--- src/rtl/sigmoid_sched.sv ---
// -----------------------------------------------------------------------------
// sigmoid_sched
//
// Round-robin scheduler sharing one sigmoid_approx unit between num_req neuron
// requesters. One operation is in flight at a time:
//   IDLE  -> grant one requester and capture its operand
//   ISSUE -> drive the unit with a 2-cycle start pulse
//   WAIT  -> wait for the unit's result (stale results are ignored in ISSUE)
//   RESP  -> hold the tagged result on a backpressured response channel
//
// Optional feature macro: SIGMOID_SCHED_TIMEOUT_EN
//   Defined  : WAIT aborts after timeout_cycles with a qNaN / invalid response.
//   Undefined: WAIT holds until the unit answers; rsp_timeout is tied to 0.
//
// Ports
//   clk, rst_l          clock, synchronous active-low reset
//   req_valid/req_x     per-requester operand handshake (packed operands)
//   req_ready           one-hot accept, only asserted in IDLE
//   sig_in_x/valid      operand and start pulse to the sigmoid unit
//   sig_out/exceptions  result and flags from the sigmoid unit
//   sig_out_valid       result strobe from the sigmoid unit
//   rsp_valid/ready     response handshake
//   rsp_id/data         requester index and result
//   rsp_exceptions      captured exception flags
//   rsp_timeout         response produced by a timeout abort
//   busy                high in any state other than IDLE
// -----------------------------------------------------------------------------
module sigmoid_sched #(
    parameter  int exp_width      = 8,
    parameter  int mant_width     = 24,
    parameter  int num_req        = 4,
    parameter  int timeout_cycles = 64,
    localparam int W              = exp_width + mant_width,
    localparam int IW             = $clog2(num_req)
) (
    input  logic                 clk,
    input  logic                 rst_l,
    input  logic [num_req-1:0]   req_valid,
    input  logic [num_req*W-1:0] req_x,
    output logic [num_req-1:0]   req_ready,
    output logic [W-1:0]         sig_in_x,
    output logic                 sig_in_valid,
    input  logic [W-1:0]         sig_out,
    input  logic [4:0]           sig_exceptions,
    input  logic                 sig_out_valid,
    output logic                 rsp_valid,
    input  logic                 rsp_ready,
    output logic [IW-1:0]        rsp_id,
    output logic [W-1:0]         rsp_data,
    output logic [4:0]           rsp_exceptions,
    output logic                 rsp_timeout,
    output logic                 busy
);

    typedef enum logic [1:0] {
        S_IDLE  = 2'd0,
        S_ISSUE = 2'd1,
        S_WAIT  = 2'd2,
        S_RESP  = 2'd3
    } state_t;

    localparam logic [num_req-1:0] ONE_HOT0 = num_req'(1);

    state_t        r_state;
    logic [IW-1:0] r_rr_ptr;
    logic [W-1:0]  r_x_hold;
    logic [IW-1:0] r_id_hold;
    logic          r_issue_2nd;     // second of the two ISSUE cycles
    logic          r_sig_in_valid;
    logic          r_busy;
    logic          r_rsp_valid;
    logic [W-1:0]  r_rsp_data;
    logic [4:0]    r_rsp_exc;

`ifdef SIGMOID_SCHED_TIMEOUT_EN
    localparam logic [15:0] TO_LAST = 16'(timeout_cycles - 1);
    localparam logic [W-1:0] QNAN   = W'(32'h7FC0_0000);
    logic [15:0] r_cnt;
    logic        r_rsp_timeout;
`endif

    logic          w_found;
    logic [IW-1:0] w_grant_id;
    logic [IW-1:0] w_idx;

    // Search upward from rr_ptr with wrap; the first valid requester wins.
    always_comb begin
        // NOTE: defaults first so every path assigns every variable (no latch).
        w_found    = 1'b0;
        w_grant_id = '0;
        w_idx      = '0;
        for (int k = 0; k < num_req; k++) begin
            w_idx = IW'((int'(r_rr_ptr) + k) % num_req);
            if (!w_found && req_valid[w_idx]) begin
                w_found    = 1'b1;
                w_grant_id = w_idx;
            end
        end
    end

    assign req_ready = (r_state == S_IDLE && w_found) ? (ONE_HOT0 << w_grant_id) : '0;

    always_ff @(posedge clk) begin
        if (!rst_l) begin
            // NOTE: sequential state uses non-blocking assignments only.
            r_state        <= S_IDLE;
            r_rr_ptr       <= '0;
            r_x_hold       <= '0;
            r_id_hold      <= '0;
            r_issue_2nd    <= 1'b0;
            r_sig_in_valid <= 1'b0;
            r_busy         <= 1'b0;
            r_rsp_valid    <= 1'b0;
            r_rsp_data     <= '0;
            r_rsp_exc      <= '0;
`ifdef SIGMOID_SCHED_TIMEOUT_EN
            r_cnt          <= '0;
            r_rsp_timeout  <= 1'b0;
`endif
        end else begin
            case (r_state)
                S_IDLE: begin
                    // req_ready already includes req_valid, so any bit is a handshake.
                    if (|req_ready) begin
                        r_x_hold       <= req_x[w_grant_id*W +: W];
                        r_id_hold      <= w_grant_id;
                        r_issue_2nd    <= 1'b0;
                        r_sig_in_valid <= 1'b1;
                        r_busy         <= 1'b1;
                        r_state        <= S_ISSUE;
`ifdef SIGMOID_SCHED_TIMEOUT_EN
                        r_cnt          <= '0;
`endif
                    end
                end
                S_ISSUE: begin
                    // sig_out_valid is deliberately not looked at here: it may
                    // belong to the previous operand still draining from the unit.
                    if (r_issue_2nd) begin
                        r_sig_in_valid <= 1'b0;
                        r_state        <= S_WAIT;
                    end else begin
                        r_issue_2nd <= 1'b1;
                    end
                end
                S_WAIT: begin
                    if (sig_out_valid) begin
                        r_rsp_data    <= sig_out;
                        r_rsp_exc     <= sig_exceptions;
                        r_rsp_valid   <= 1'b1;
                        r_state       <= S_RESP;
`ifdef SIGMOID_SCHED_TIMEOUT_EN
                        r_rsp_timeout <= 1'b0;
                    end else if (r_cnt == TO_LAST) begin
                        // Last allowed WAIT cycle with no result: abort with qNaN.
                        r_rsp_data    <= QNAN;
                        r_rsp_exc     <= 5'b10000;
                        r_rsp_timeout <= 1'b1;
                        r_rsp_valid   <= 1'b1;
                        r_state       <= S_RESP;
                    end else begin
                        r_cnt <= r_cnt + 16'd1;
`endif
                    end
                end
                S_RESP: begin
                    if (rsp_ready) begin
                        // The requester just served drops to lowest priority.
                        r_rr_ptr    <= (r_id_hold == IW'(num_req - 1)) ? '0 : r_id_hold + 1'b1;
                        r_x_hold    <= '0;
                        r_rsp_valid <= 1'b0;
                        r_busy      <= 1'b0;
                        r_state     <= S_IDLE;
                    end
                end
                default: r_state <= S_IDLE;
            endcase
        end
    end

    assign sig_in_x       = r_x_hold;   // cleared on return to IDLE
    assign sig_in_valid   = r_sig_in_valid;
    assign busy           = r_busy;
    assign rsp_valid      = r_rsp_valid;
    assign rsp_id         = r_id_hold;
    assign rsp_data       = r_rsp_data;
    assign rsp_exceptions = r_rsp_exc;

`ifdef SIGMOID_SCHED_TIMEOUT_EN
    assign rsp_timeout = r_rsp_timeout;
`else
    assign rsp_timeout = 1'b0;
    // timeout_cycles only matters for the abort path; sink it here.
    logic w_unused_cfg;
    assign w_unused_cfg = (timeout_cycles > 0);
`endif

endmodule

--- config.mk ---
export PLATFORM = sky130hd
export DESIGN_NAME = sigmoid_sched
export DESIGN_NICKNAME = d
export VERILOG_FILES = /design/src/rtl/sigmoid_sched.sv
export SDC_FILE = /design/constraint.sdc
export NUM_CORES = 1
export LEC_CHECK = 0
export CORE_ASPECT_RATIO = 1.5
export CORE_MARGIN = 10
export CORE_UTILIZATION = 39
export DETAILED_ROUTE_END_ITERATION = 10
export GPL_TIMING_DRIVEN = 0
export PLACE_DENSITY = 0.87
export RECOVER_POWER = 100
export SLEW_MARGIN = 5
export SYNTH_ARGS = -nofsm -noshare
export SYNTH_HDL_FRONTEND = slang
export SYNTH_SLANG_ARGS = --single-unit
--- constraint.sdc ---
create_clock -name clk -period 2.6 [get_ports clk]
set_input_delay 0.52 -clock clk [delete_from_list [all_inputs] [get_ports clk]]
set_output_delay 0.52 -clock clk [all_outputs]
set_load 0.05 [all_outputs]
* Word level (Yosys, flattened, before mapping)
Index checks and enable logic that the tools add are counted.
** Storage, ports and cells
- Logic and storage cells :: 83
- Flip-flop bits (word level) :: 79
** Operators by class
- $add $sub $neg :: 4
- Shift-type cells :: 2
- Muxes and demuxes :: 35
- Reduce and logical (&&, ||, !) cells :: 20
- Equality and inequality tests :: 8
- Magnitude comparators :: 4
** Operator list (count)
- $shiftx A128 B8 Y32 :: 1
- $mux W32 :: 2
- $pmux W32 S2 :: 1
- $mux W2 :: 9
- $mux W1 :: 13
- $lt A2 B3 Y1 const B :: 4
- $reduce_and A3 Y1 :: 3
- $bmux W1 S2 :: 4
- $pmux W1 S2 :: 4
- $pmux W2 S4 :: 1
- $reduce_and A2 Y1 :: 4
- $eq A2 B2 Y1 const B :: 3
- $ne A2 B2 Y1 const B :: 3
- $reduce_bool A2 Y1 :: 3
- $add A2 B1 Y2 const B :: 2
- $add A2 B2 Y2 const B :: 2
- $logic_and A1 B1 Y1 :: 4
- $mux W4 :: 1
- $reduce_and A4 Y1 :: 1
- $reduce_or A4 Y1 :: 1
- $shl A1 B2 Y4 const A :: 1
- $logic_not A1 Y1 :: 3
- $eq A2 B1 Y1 const B :: 1
- $logic_not A2 Y1 :: 1
- $ne A2 B1 Y1 const B :: 1

* Depth between registers and ports, before layout
Gate-level depths: netlist (run 1).
- Word-level depth :: 17
- Mapped depth :: 8
- Mapped depth without buffers :: 7

* Worst setup path before layout (run 1)
No wires, ideal clock.
- Kind :: input -> output
- From :: in req_valid[0]
- To :: out req_ready[2]
- Arrival :: 2.456 ns
- Slack :: -0.376 ns
- Stages on the path :: 6
- Buffers on the path :: 2
- Required time :: 2.080 ns
- Path through :: a21o_1 -> a21oi_1 -> o22a_1 -> buf_6 -> buf_2 -> nor3b_1
** Between the ends
- Word-level cells in the longest chain between the ends :: 14
- Elaborated cells between the ends (all ways) :: 25
- Those cells by class :: shift: 1; mux: 17; reduce/logical: 7
** Ends and longest elaborated chain
- start, declared :: line 38 : input logic [num_req-1:0] req_valid,
- $bmux W1 S2 :: line 94 : if (!w_found && req_valid[w_idx]) begin
- $mux W1 (not written as such) :: line 94
- $mux W1 :: line 94
- $logic_not A1 Y1 :: line 94
- $logic_and A1 B1 Y1 :: line 94
- $mux W1 :: line 94
- $logic_not A1 Y1 :: line 94
- $logic_and A1 B1 Y1 :: line 94
- $mux W1 :: line 94
- $logic_not A1 Y1 :: line 94
- $logic_and A1 B1 Y1 :: line 94
- $mux W2 or $mux W1 (tied branches) :: line 94
- $shl A1 B2 Y4 or $logic_and A1 B1 Y1 (tied branches) :: line 101 : assign req_ready = (r_state == S_IDLE && w_found) ? (ONE_HOT0 << w_grant_id) : '0;
- $mux W4 (*) :: line 101
- end, declared :: line 40 : output logic [num_req-1:0] req_ready,
Mark *: on every way between the ends. The rest lies on a longest branch, timed or not. The select of a mux whose other input is x is not followed.

* Worst setup path in the final report (run 1)
- From :: in req_valid[3]
- To :: out req_ready[1]
Same word-level chain as after synthesis.

==> results of run 1 <==
## kinds of logic (layout without fill, tap and decap cells)
logic type      count (synthesis)  in the layout  share of synthesized area (%)
mux                            65             65                           17.3
fa+ha+maj                       5              5                           1.66
simple gates                  140            140                           15.2
other cells                     1              2                         0.0996
flops                          79             79                           42.0
buf+inv                        40            308                           5.95
compound gates                 90             90                           17.8
## Yosys cell counts, types with 2 or more instances
master	n	area share (%)
o21ai_0	3	0.40
nand2_1	116	12
inv_1	10	1.0
nand3_1	3	0.40
ha_1	5	1.7
a21oi_1	47	6.3
buf_4	11	2.2
mux2i_1	65	17
o22a_1	2	0.47
o221ai_2	10	4.0
nand2b_1	3	0.50
o221ai_1	22	5.1
nor3_1	2	0.27
nor2_1	7	0.70
clkbuf_1	14	1.4
and3_1	2	0.33
buf_6	2	0.60
dfxtp_1	79	42
## critical path: cells and delay by family
family,cells,cell delay [ns]
buf+inv,2,0.84
compound gates,2,0.42
simple gates,2,0.21
## repair_timing
item,CTS,global route
setup buffers,3,0
gates resized for setup,30,4
endpoints found under the setup margin,4,7
pin swaps,2,0
## cells in the final DEF (no fill, tap or decap), types with 2 or more instances in the layout
cell type and n:
nor2_1 8, inv_1 10, buf_4 14, mux2i_1 65
nand3_1 3, bufinv_16 3, clkbuf_1 17, dlygate4sd3_1 75
o221ai_1 32, dlymetal6s2s_1 2, o22a_1 2, nand2b_1 3
nand2_1 116, and3_1 2, clkdlybuf4s50_1 168, clkbuf_16 9
ha_1 5, dfxtp_1 79, clkbuf_4 3, o21ai_0 3
a21oi_1 46
## power by group
| group | switching, mW | internal, mW | leakage (nW) |
|---|---|---|---|
| combinational | 1.64 | 0.898 | 1.90 |
| clock | 0.483 | 0.940 | 0.160 |
| sequential | 0.148 | 1.48 | 0.646 |
| total | 2.28 | 3.32 | 2.70 |
## final timing paths
kind                      from           end  slack [ns]  cells after the start
setup / recovery  req_valid[3]  req_ready[1]        0.08                      6
hold / removal    rsp_data[27]  rsp_data[27]        0.45                      2
setup reg to reg   r_rr_ptr[0]  sig_in_x[20]        0.26                      8
hold reg to reg   rsp_data[27]  rsp_data[27]        0.45                      2
## routing by layer
metal  vias to the layer above  share of wire [%]  global-route usage [%]
met1                      1917                 36                    23.4
met5                         -                  0                       0
li1                       2007                  -                       -
met2                       226                 48                    38.8
met4                         0                3.0                    9.18
met3                        30                 13                    12.5
## area by class of cell
class / instances / area [µm²] / area share, %
clock buffer: 11 / 233 / 3.46
inverter: 10 / 37.5 / 0.557
antenna: 1 / 2.50 / 0.0372
multi-input combinational: 301 / 1930 / 28.7
buffer: 29 / 183 / 2.71
tap: 112 / 140 / 2.08
timing repair buffer: 253 / 2520 / 37.4
sequential: 79 / 1580 / 23.5
clock inverter: 5 / 106 / 1.58
## metrics by stage
step                      hold WS (ns)  setup slack [ns]  cells  area (µm²)
after CTS                        0.456          0.000916    800        6800
after global placement           0.441            -0.954    782        6420
after floorplan                  0.467             0.108    420        3770
after global routing             0.474            0.0225    801        6730
final                            0.449            0.0843    801        6730
after detailed placement         0.448            -0.982    782        6420
## sequential cells by signal (all words and copies together), names as in the netlist
signal and count:
rsp_id 2, sig_in_valid 1, r_state 2, busy 1, rsp_valid 1, r_issue_2nd 1, rsp_data 32, sig_in_x 32
rsp_exceptions 5, r_rr_ptr 2
==> summary.txt, run 1 <==
Status
  • Status: finished clean

Global routing
  • Total Routing Usage GR: 23.2%
  • Total congestion overflow: 0
  • First-pass GRT wire length: approximately 26000 µm
  • Vias in the first global route: approximately 4600
  • Initial antenna violation count: 1
  • Largest net degree at the start of global routing: 14

Clocking
  • TritonCTS buffer count: 9
  • CTS max path bufs: 2
  • CTS tree: yes
  • Clock transition at path regs: about 0.060 ns
  • # clock sinks: 79
  • H-tree depth: 3
  • Worst-skew pair later-pin latency: between 0.3 and 0.4 ns
  • Root buf cell: clkbuf_16
  • Cts hold-fix bufs: 0

Final layout
  • Area grow syn2layout: 78.9%
  • Util after Layout: 71.9%
  • Final #Nets: 861
  • Fill cells: ~700
  • Layout cell share with drive strength beyond 1: 6.25%

Timing
  • Final Hold Viols: 0
  • TNS Setup: 0 ns
  • Tmin final: ~2.5 ns
  • Final period util: 96.8%
  • Final Setup Violations: 0
  • Fmax: 398 MHz
  • Final Max Tran Viols: 0
  • Clock skew: around 0.0064 ns
  • RSZ-0062 raised after global routing: false
  • Worst Max-Slew Pin Slew: 0.609 ns
  • Worst slew margin: roughly 59%

Synth
  • Asr flop ratio synth: 0%
  • Net count after synthesis: ~600
  • Yosys reg bits: 79
  • Number of enable flip-flop cells after synthesis: 0
  • Unique masters post-synth: 35
  • Seq/Total Area, Yosys: 42.0%
  • Post-Syn Area: 0.00376 mm²
  • Main synth FF type: dfxtp_1
  • Synth Instances: 420
  • Syn Area/Cell: 8.96 µm²
  • Synth warn: 0

Critical path
  • Startpoint Class: input pin
  • Highest fanout seen on the critical path: 4
  • Critical path data arrival time: 2.00 ns
  • Critical path class: in -> out
  • Slowest stage delay, CP: 0.60 ns
  • WP data required: 2.08 ns
  • Nature of the critical path endpoint: primary output
  • CP max-delay cell: clkdlybuf4s50_1
  • Cell Chain, Critical Path: clkdlybuf4s50_1, o22ai_2, a211oi_4, nand2_1, nor2_1, clkbuf_4

Route
  • Routed Wire Length: about 17000 µm
  • Residual DRC count: 0
  • Initial drt markers: 84
  • Vias: between 4000 and 5000
  • Post-route ant nets: 0
  • Drt first pass iters: 4
  • Vias per Instance: between 5 and 6
  • Wire per inst: 20.9 µm

Power
  • VDD IR-drop max: 0.613 mV
  • Power Total: 5.60 mW
  • PD cells: between 800 and 900 mW/mm²
  • P_leak: 2.70 nW

Die
  • Core area: 0.00936 mm²
  • Initial core utilization: 40.2%
  • # IOs: ~250
  • DIE AREA: around 0.014 mm²
  • Chip height: 140 µm
  • Row cnt: 43
  • Die X: 100 µm

Place
  • Post-DP HPWL: 13900 µm
  • RD Place Congestion: 0.874
  • Count of input and output buffers: 250

Hold path
  • HP Class: reg -> reg

Job
  • Max_cap viols: 0
Power figures use the tool's default switching activity.
==> run 2: changes to the inputs <==
--- a/config.mk
+++ b/config.mk
@@ -7,10 +7,10 @@
 export LEC_CHECK = 0
 export CORE_ASPECT_RATIO = 1.5
 export CORE_MARGIN = 10
-export CORE_UTILIZATION = 39
+export CORE_UTILIZATION = 33
 export DETAILED_ROUTE_END_ITERATION = 10
 export GPL_TIMING_DRIVEN = 0
-export PLACE_DENSITY = 0.87
+export PLACE_DENSITY = 0.78
 export RECOVER_POWER = 100
 export SLEW_MARGIN = 5
 export SYNTH_ARGS = -nofsm -noshare
==> constraint.sdc (replaced) <==
create_clock -name clk -period 2.1 [get_ports clk]
set_input_delay 0.42 -clock clk [delete_from_list [all_inputs] [get_ports clk]]
set_output_delay 0.42 -clock clk [all_outputs]
set_load 0.05 [all_outputs]
==> run 2 against run 1 <==
Clock skew increased by 0.00093 ns. Critical path depth unchanged. Core utilization down 10 points. Worst setup slack worse by 0.050 ns. Combinational power grew 29%. Register-to-register slack worse by 0.17 ns. Clock-buffer cell count shrank 1. Global-route usage fell by 2.5 points. Hold slack got worse by 0.00054 ns.
==> summary.txt, run 2 (same netlist as run 1, synthesis figures left out) <==
Status
  • Status: finished clean (unchanged)

Route
  • Routed Wire Length: 17100 µm (was 16800 µm)
  • Residual DRC count: 0 (unchanged)
  • Wire per inst: 20.4 µm (was 20.9 µm)
  • Vias: 4191 (was 4180)
  • Initial drt markers: 146 (was 84)
  • Drt first pass iters: 4 (unchanged)
  • Post-route ant nets: 0 (unchanged)
  • Vias per Instance: 4.99 (was 5.22)

Clocking
  • CTS tree: yes (unchanged)
  • Worst-skew pair later-pin latency: 0.34 ns (was 0.33 ns)
  • TritonCTS buffer count: 9 (unchanged)
  • # clock sinks: 79 (unchanged)
  • Cts hold-fix bufs: 0 (unchanged)
  • H-tree depth: 3 (unchanged)
  • Root buf cell: clkbuf_16 (unchanged)
  • CTS max path bufs: 2 (unchanged)
  • Clock transition at path regs: 0.06 ns (about the same)

Critical path
  • Critical path data arrival time: 1.65 ns (was 2.00 ns)
  • Slowest stage delay, CP: 0.30 ns (was 0.60 ns)
  • Startpoint Class: input pin (unchanged)
  • WP data required: 1.68 ns (was 2.08 ns)
  • R2r endpoint: sig_in_x[8] (was sig_in_x[20])
  • Critical path class: in -> out (unchanged)
  • Most frequent cell on the critical path: buf_6
  • R2R depth: 8 (unchanged)
  • R2R Path Start: r_rr_ptr[1] (was r_rr_ptr[0])
  • Nature of the critical path endpoint: primary output (unchanged)
  • Cell Chain, Critical Path: clkdlybuf4s15_1, nor2_1, a211oi_4, buf_6, and3_1, buf_6 (was clkdlybuf4s50_1, o22ai_2, a211oi_4, nand2_1, nor2_1, clkbuf_4)
  • Reg2Reg Setup Slack: 0.09 ns (was 0.26 ns)
  • Highest fanout seen on the critical path: 4 (unchanged)
  • CP max-delay cell: clkdlybuf4s15_1 (was clkdlybuf4s50_1)

Final layout
  • Fill cells: 921 (was 698)
  • Most frequent cells in the layout: clkdlybuf4s50_1 (172), nand2_1 (115), dfxtp_1 (77) (was clkdlybuf4s50_1 (168), nand2_1 (116), dfxtp_1 (79))
  • Util after Layout: 61.7% (was 71.9%)
  • Final #Nets: 866 (was 861)
  • Layout cell share with drive strength beyond 1: 10.7% (was 6.25%)
  • Area grow syn2layout: 82.3% (was 78.9%)
  • Final Instance Area: 0.00686 mm² (was 0.00673 mm²)
  • Most common cell after layout, fill and taps aside: clkdlybuf4s50_1 (unchanged)
  • Antenna diodes: 0 (was 1)
  • Non-Filler Instances: 840 (was 801)

Hold path
  • HP Class: reg -> reg (unchanged)
  • Worst Hold Path EP: rsp_exceptions[4] (was rsp_data[27])
  • Hold Crit Depth: 2 (unchanged)
  • Hold path startpoint: rsp_exceptions[4] (was rsp_data[27])

Timing
  • Clock skew: 0.00733 ns (was 0.00640 ns)
  • Final period util: 98.4%
  • Tmin final: a little over 2 ns
  • Final setup margin: 0.0340 ns (was 0.0843 ns)
  • Final Setup Violations: 0 (unchanged)
  • Fmax: approximately 480 MHz
  • Worst Max-Slew Pin Slew: 0.603 ns (was 0.609 ns)
  • Final Max Tran Viols: 0 (unchanged)
  • Worst slew margin: 59.7% (was 59.3%)
  • Final Hold Viols: 0 (unchanged)
  • RSZ-0062 raised after global routing: true (was false)

Place
  • Placed cells: 817 (was 782)
  • Pre-CTS WS: -1.37 ns (was -0.982 ns)
  • Placement Cell Area: 0.00647 mm² (was 0.00642 mm²)
  • Count of input and output buffers: 250 (unchanged)
  • Post-DP HPWL: 14000 µm (was 13900 µm)
  • RD Place Congestion: 0.897 (was 0.874)

Global routing
  • First-pass GRT wire length: 25900 µm (was 25700 µm)
  • Total congestion overflow: 0 (unchanged)
  • Vias in the first global route: 4475 (was 4618)
  • Largest net degree at the start of global routing: 14 (unchanged)
  • Total Routing Usage GR: 20.7% (was 23.2%)
  • Initial antenna violation count: 1 (unchanged)

Die
  • Initial core utilization: 33.9% (was 40.2%)
  • Row cnt: 47 (was 43)
  • Core area: 0.0111 mm² (was 0.00936 mm²)
  • # IOs: 252 (unchanged)
  • Chip height: 151 µm (was 140 µm)
  • DIE AREA: 0.0162 mm² (was 0.0141 mm²)
  • Die X: 107 µm (was 100 µm)

Power
  • Sw Share: 42.4% (was 40.6%)
  • VDD IR-drop max: 0.575 mV (was 0.613 mV)
  • P_leak: 2.71 nW (was 2.70 nW)
  • Psw: 2.92 mW (was 2.28 mW)
  • P_int: 3.97 mW (was 3.32 mW)
  • Reg power frac: 29.3% (was 29.2%)
  • PD cells: 1000 mW/mm² (was 831 mW/mm²)
  • Comb pwr share: 47.5% (was 45.4%)
  • Clock power share: 23.1% (was 25.4%)

Job
  • Max_cap viols: 0 (unchanged)
[run 2: how the worst max path moves through the flow]
| stage | startpoint | to | slack, ns | depth (start not counted) |
|---|---|---|---|---|
| after floorplan | req_valid[0] | req_ready[3] | -0.07 | 3 |
| after global placement | req_valid[0] | req_ready[1] | -1.35 | 6 |
| after detailed placement | req_valid[1] | req_ready[3] | -1.37 | 5 |
| after CTS | r_rr_ptr[1] | req_ready[2] | -0.04 | 7 |
| after global routing | r_rr_ptr[0] | req_ready[2] | -0.03 | 5 |
| final | req_valid[3] | req_ready[3] | 0.03 | 6 |
[run 2: routing by layer]
layer / GRT usage (%) / routed length [µm]
met1: 21.5 / 6370
met2: 34.9 / 8040
met3: 11.4 / 2380
met4: 6.52 / 315
met5: 0 / 13
[run 2: cell type report]
class / instances / area (µm²) / area share, %
multi-input cells: 301 / 2010 / 29.3
well taps: 147 / 184 / 2.68
repair buffers: 259 / 2580 / 37.6
flip-flops and latches: 79 / 1590 / 23.1
plain buffers: 28 / 166 / 2.43
clock inverters: 6 / 60.1 / 0.875
inverters: 10 / 37.5 / 0.547
clock buffers: 10 / 239 / 3.48
[run 2: timing repair]
action / in CTS / in global routing
pin swaps: 7 / 3
endpoints found under the setup margin: 37 / 25
hold endpoints to repair: 0 / 0
gates resized for setup: 60 / 17
setup buffers: 8 / 1
[run 2: per-stage QoR]
| step | TNS [ns] | hold WS (ns) | total power, mW |
|---|---|---|---|
| floorplan | -0.125 | 0.467 | 4.05 |
| global placement | -23.38 | 0.442 | 5.31 |
| detailed placement | -25.48 | 0.448 | 5.37 |
| CTS | -0.107 | 0.454 | 7.06 |
| global route | -0.0677 | 0.467 | 7.21 |
| finish | 0 | 0.448 | 6.89 |
[run 2: power groups by stage]
stage | combinational (mW) | sequential (mW) | clock [mW]
6_report | 3.27 | 2.02 | 1.59
5_1_grt | 3.47 | 2.06 | 1.68
4_1_cts | 3.41 | 2.03 | 1.62
3_5_place_dp | 3.31 | 2.06 | 0
3_3_place_gp | 3.27 | 2.04 | 0
2_1_floorplan | 0.922 | 3.13 | 0
[run 2: worst max-delay path: cells and delay by family]
kind	cells	cell delay, ns
AND/OR/NAND/NOR	2	0.30
buffers and inverters	3	0.64
AO/OA/AOI/OAI	1	0.28
==> run 3: changes to the inputs <==
--- a/config.mk
+++ b/config.mk
@@ -8,10 +8,12 @@
 export CORE_ASPECT_RATIO = 1.5
 export CORE_MARGIN = 10
 export CORE_UTILIZATION = 33
+export CTS_CLUSTER_SIZE = 40
 export DETAILED_ROUTE_END_ITERATION = 10
 export GPL_TIMING_DRIVEN = 0
 export PLACE_DENSITY = 0.78
 export RECOVER_POWER = 100
+export SETUP_SLACK_MARGIN = 0.02
 export SLEW_MARGIN = 5
 export SYNTH_ARGS = -nofsm -noshare
 export SYNTH_HDL_FRONTEND = slang
==> constraint.sdc (replaced) <==
create_clock -name clk -period 2.1 [get_ports clk]
set_input_delay 0.21 -clock clk [delete_from_list [all_inputs] [get_ports clk]]
set_output_delay 0.21 -clock clk [all_outputs]
set_load 0.05 [all_outputs]
==> run 3 against run 2 <==
Total power down 4.2%. Maximum frequency up 3.0%. Register-to-register slack better by 0.06 ns. Wire length down 5.8%. Clock power down 9%. Sequential cell count unchanged. Critical path type is now reg -> out. Global-route usage down 1.5 points.
==> summary.txt, run 3 (same netlist as run 1, synthesis figures left out) <==
Clocking
  • Root buf cell: clkbuf_16 (unchanged)
  • H-tree depth: 3 (unchanged)
  • CTS tree: yes (unchanged)
  • Worst-skew pair later-pin latency: 0.33 ns (was 0.34 ns)
  • Cts hold-fix bufs: 0 (unchanged)
  • TritonCTS buffer count: 9 (unchanged)
  • CTS max path bufs: 2 (unchanged)
  • Clock transition at path regs: 0.06 ns (about the same)
  • # clock sinks: 79 (unchanged)

Critical path
  • Slowest stage delay, CP: 0.34 ns (was 0.30 ns)
  • Startpoint Class: flop (was input pin)
  • Highest fanout seen on the critical path: 15 (was 4)
  • Critical path data arrival time: 1.79 ns (was 1.65 ns)
  • WP data required: 1.89 ns (was 1.68 ns)
  • CP top delay family: simple AND/OR/NAND/NOR gates (was buffers and inverters)
  • Cell Chain, Critical Path: nand2b_1, nor2b_1, o22a_1, buf_12, nor3_2, buf_4 (was clkdlybuf4s15_1, nor2_1, a211oi_4, buf_6, and3_1, buf_6)
  • CP max-delay cell: dfxtp_1 (was clkdlybuf4s15_1)
  • Critical path class: reg -> out (was in -> out)
  • Bufs and invs on worst path: 2 (was 3)
  • Nature of the critical path endpoint: primary output (unchanged)

Hold path
  • HP Class: in -> reg (was reg -> reg)

Route
  • Vias per Instance: 4.94 (was 4.99)
  • Vias: 4122 (was 4191)
  • Drt first pass iters: 4 (unchanged)
  • Routed Wire Length: 16100 µm (was 17100 µm)
  • Initial drt markers: 78 (was 146)
  • Post-route ant nets: 0 (unchanged)
  • Wire per inst: 19.3 µm (was 20.4 µm)
  • Residual DRC count: 0 (unchanged)

Place
  • Count of input and output buffers: 250 (unchanged)
  • RD Place Congestion: 0.881 (was 0.897)
  • Post-DP HPWL: 13500 µm (was 14000 µm)
  • Pre-CTS WS: -0.902 ns (was -1.37 ns)

Timing
  • Worst Max-Slew Pin Slew: 0.584 ns (was 0.603 ns)
  • TNS Setup: 0 ns (unchanged)
  • Final setup margin: 0.0951 ns (was 0.0340 ns)
  • Tmin final: 2.00 ns (was 2.07 ns)
  • Final period util: 95.5% (was 98.4%)
  • Final Max Tran Viols: 0 (unchanged)
  • Final Hold Viols: 0 (unchanged)
  • Clock skew: 0.00689 ns (was 0.00733 ns)
  • Final Setup Violations: 0 (unchanged)
  • Worst slew margin: 61.0% (was 59.7%)
  • RSZ-0062 raised after global routing: false (was true)
  • Fmax: 499 MHz (was 484 MHz)

Global routing
  • Vias in the first global route: 4386 (was 4475)
  • Largest net degree at the start of global routing: 16 (was 14)
  • Total congestion overflow: 0 (unchanged)
  • First-pass GRT wire length: 24500 µm (was 25900 µm)
  • Initial antenna violation count: 0 (was 1)
  • Total Routing Usage GR: 19.3% (was 20.7%)

Final layout
  • Antenna diodes: 0 (unchanged)
  • Most common cell after layout, fill and taps aside: clkdlybuf4s50_1 (unchanged)
  • Area grow syn2layout: 78.9% (was 82.3%)
  • Final #Nets: 861 (was 866)
  • Most frequent cells in the layout: clkdlybuf4s50_1 (168), nand2_1 (116), dfxtp_1 (79) (was clkdlybuf4s50_1 (172), nand2_1 (115), dfxtp_1 (77))
  • Layout cell share with drive strength beyond 1: 7.41% (was 10.7%)

Die
  • # IOs: 252 (unchanged)
  • Row cnt: 47 (unchanged)
  • Die X: 107 µm (unchanged)
  • DIE AREA: 0.0162 mm² (unchanged)
  • Initial core utilization: 33.9% (unchanged)
  • Core area: 0.0111 mm² (unchanged)
  • Chip height: 151 µm (unchanged)

Power
  • PD cells: 981 mW/mm² (was 1000 mW/mm²)
  • P_leak: 2.69 nW (was 2.71 nW)
  • VDD IR-drop max: 0.541 mV (was 0.575 mV)

Status
  • Status: finished clean (unchanged)

Job
  • Max_cap viols: 0 (unchanged)
## run 3: what timing repair did
item	CTS	global route
endpoints found under the setup margin	34	13
gates resized for setup	33	6
buffers inserted	3	0
pin swaps	2	1
## run 3: final timing paths
check,start,endpoint,slack (ns),cells after the start
max,r_rr_ptr[0],req_ready[0],0.1,6
min,sig_out[21],rsp_data[21],0.42,3
max reg2reg,r_rr_ptr[1],sig_in_x[20],0.15,7
min reg2reg,rsp_data[20],rsp_data[20],0.45,2
## run 3: routing by layer
layer	GRT usage, %	wire length [µm]	part of all wire [%]
met2	32.4	7570	47
met5	0	0	0
met4	6.32	243	1.5
met1	20.1	6010	37
met3	10.4	2310	14
## run 3: worst register-to-register path, cell delays in order, from the launching register on
cell      delay, ns
dfxtp_1        0.36
a21o_1         0.17
a21oi_1        0.14
o22a_1         0.21
buf_12         0.18
clkbuf_2       0.36
mux2i_1        0.26
o221ai_1       0.14
## run 3: where the power goes
part	switching (mW)	leakage (nW)	internal [mW]
Clock	0.642	0.126	0.807
Combinational	2.01	1.91	1.13
Sequential	0.173	0.646	1.84
Total	2.83	2.69	3.77
## run 3: layout make-up
class,instances,area [µm²]
Clock buffer,10,229
Sequential cell,79,1580
Fill cell,971,4380
Buffer,29,193
Multi-Input combinational cell,301,1940
Timing Repair Buffer,253,2520
Inverter,10,37.5
Tap cell,147,184
Clock inverter,6,45.0
## run 3: per-stage QoR
stage / util [%] / std cells / instance area, µm² / power (mW) / hold WS, ns
4_1_cts: 60.9 / 835 / 6770 / 6.85 / 0.407
3_5_place_dp: 58.1 / 817 / 6460 / 5.33 / 0.447
2_1_floorplan: - / 420 / 3770 / 4.03 / 0.346
5_1_grt: 60.6 / 835 / 6730 / 6.95 / 0.433
6_report: 60.6 / 835 / 6730 / 6.60 / 0.419
3_3_place_gp: 58.1 / 817 / 6460 / 5.28 / 0.442
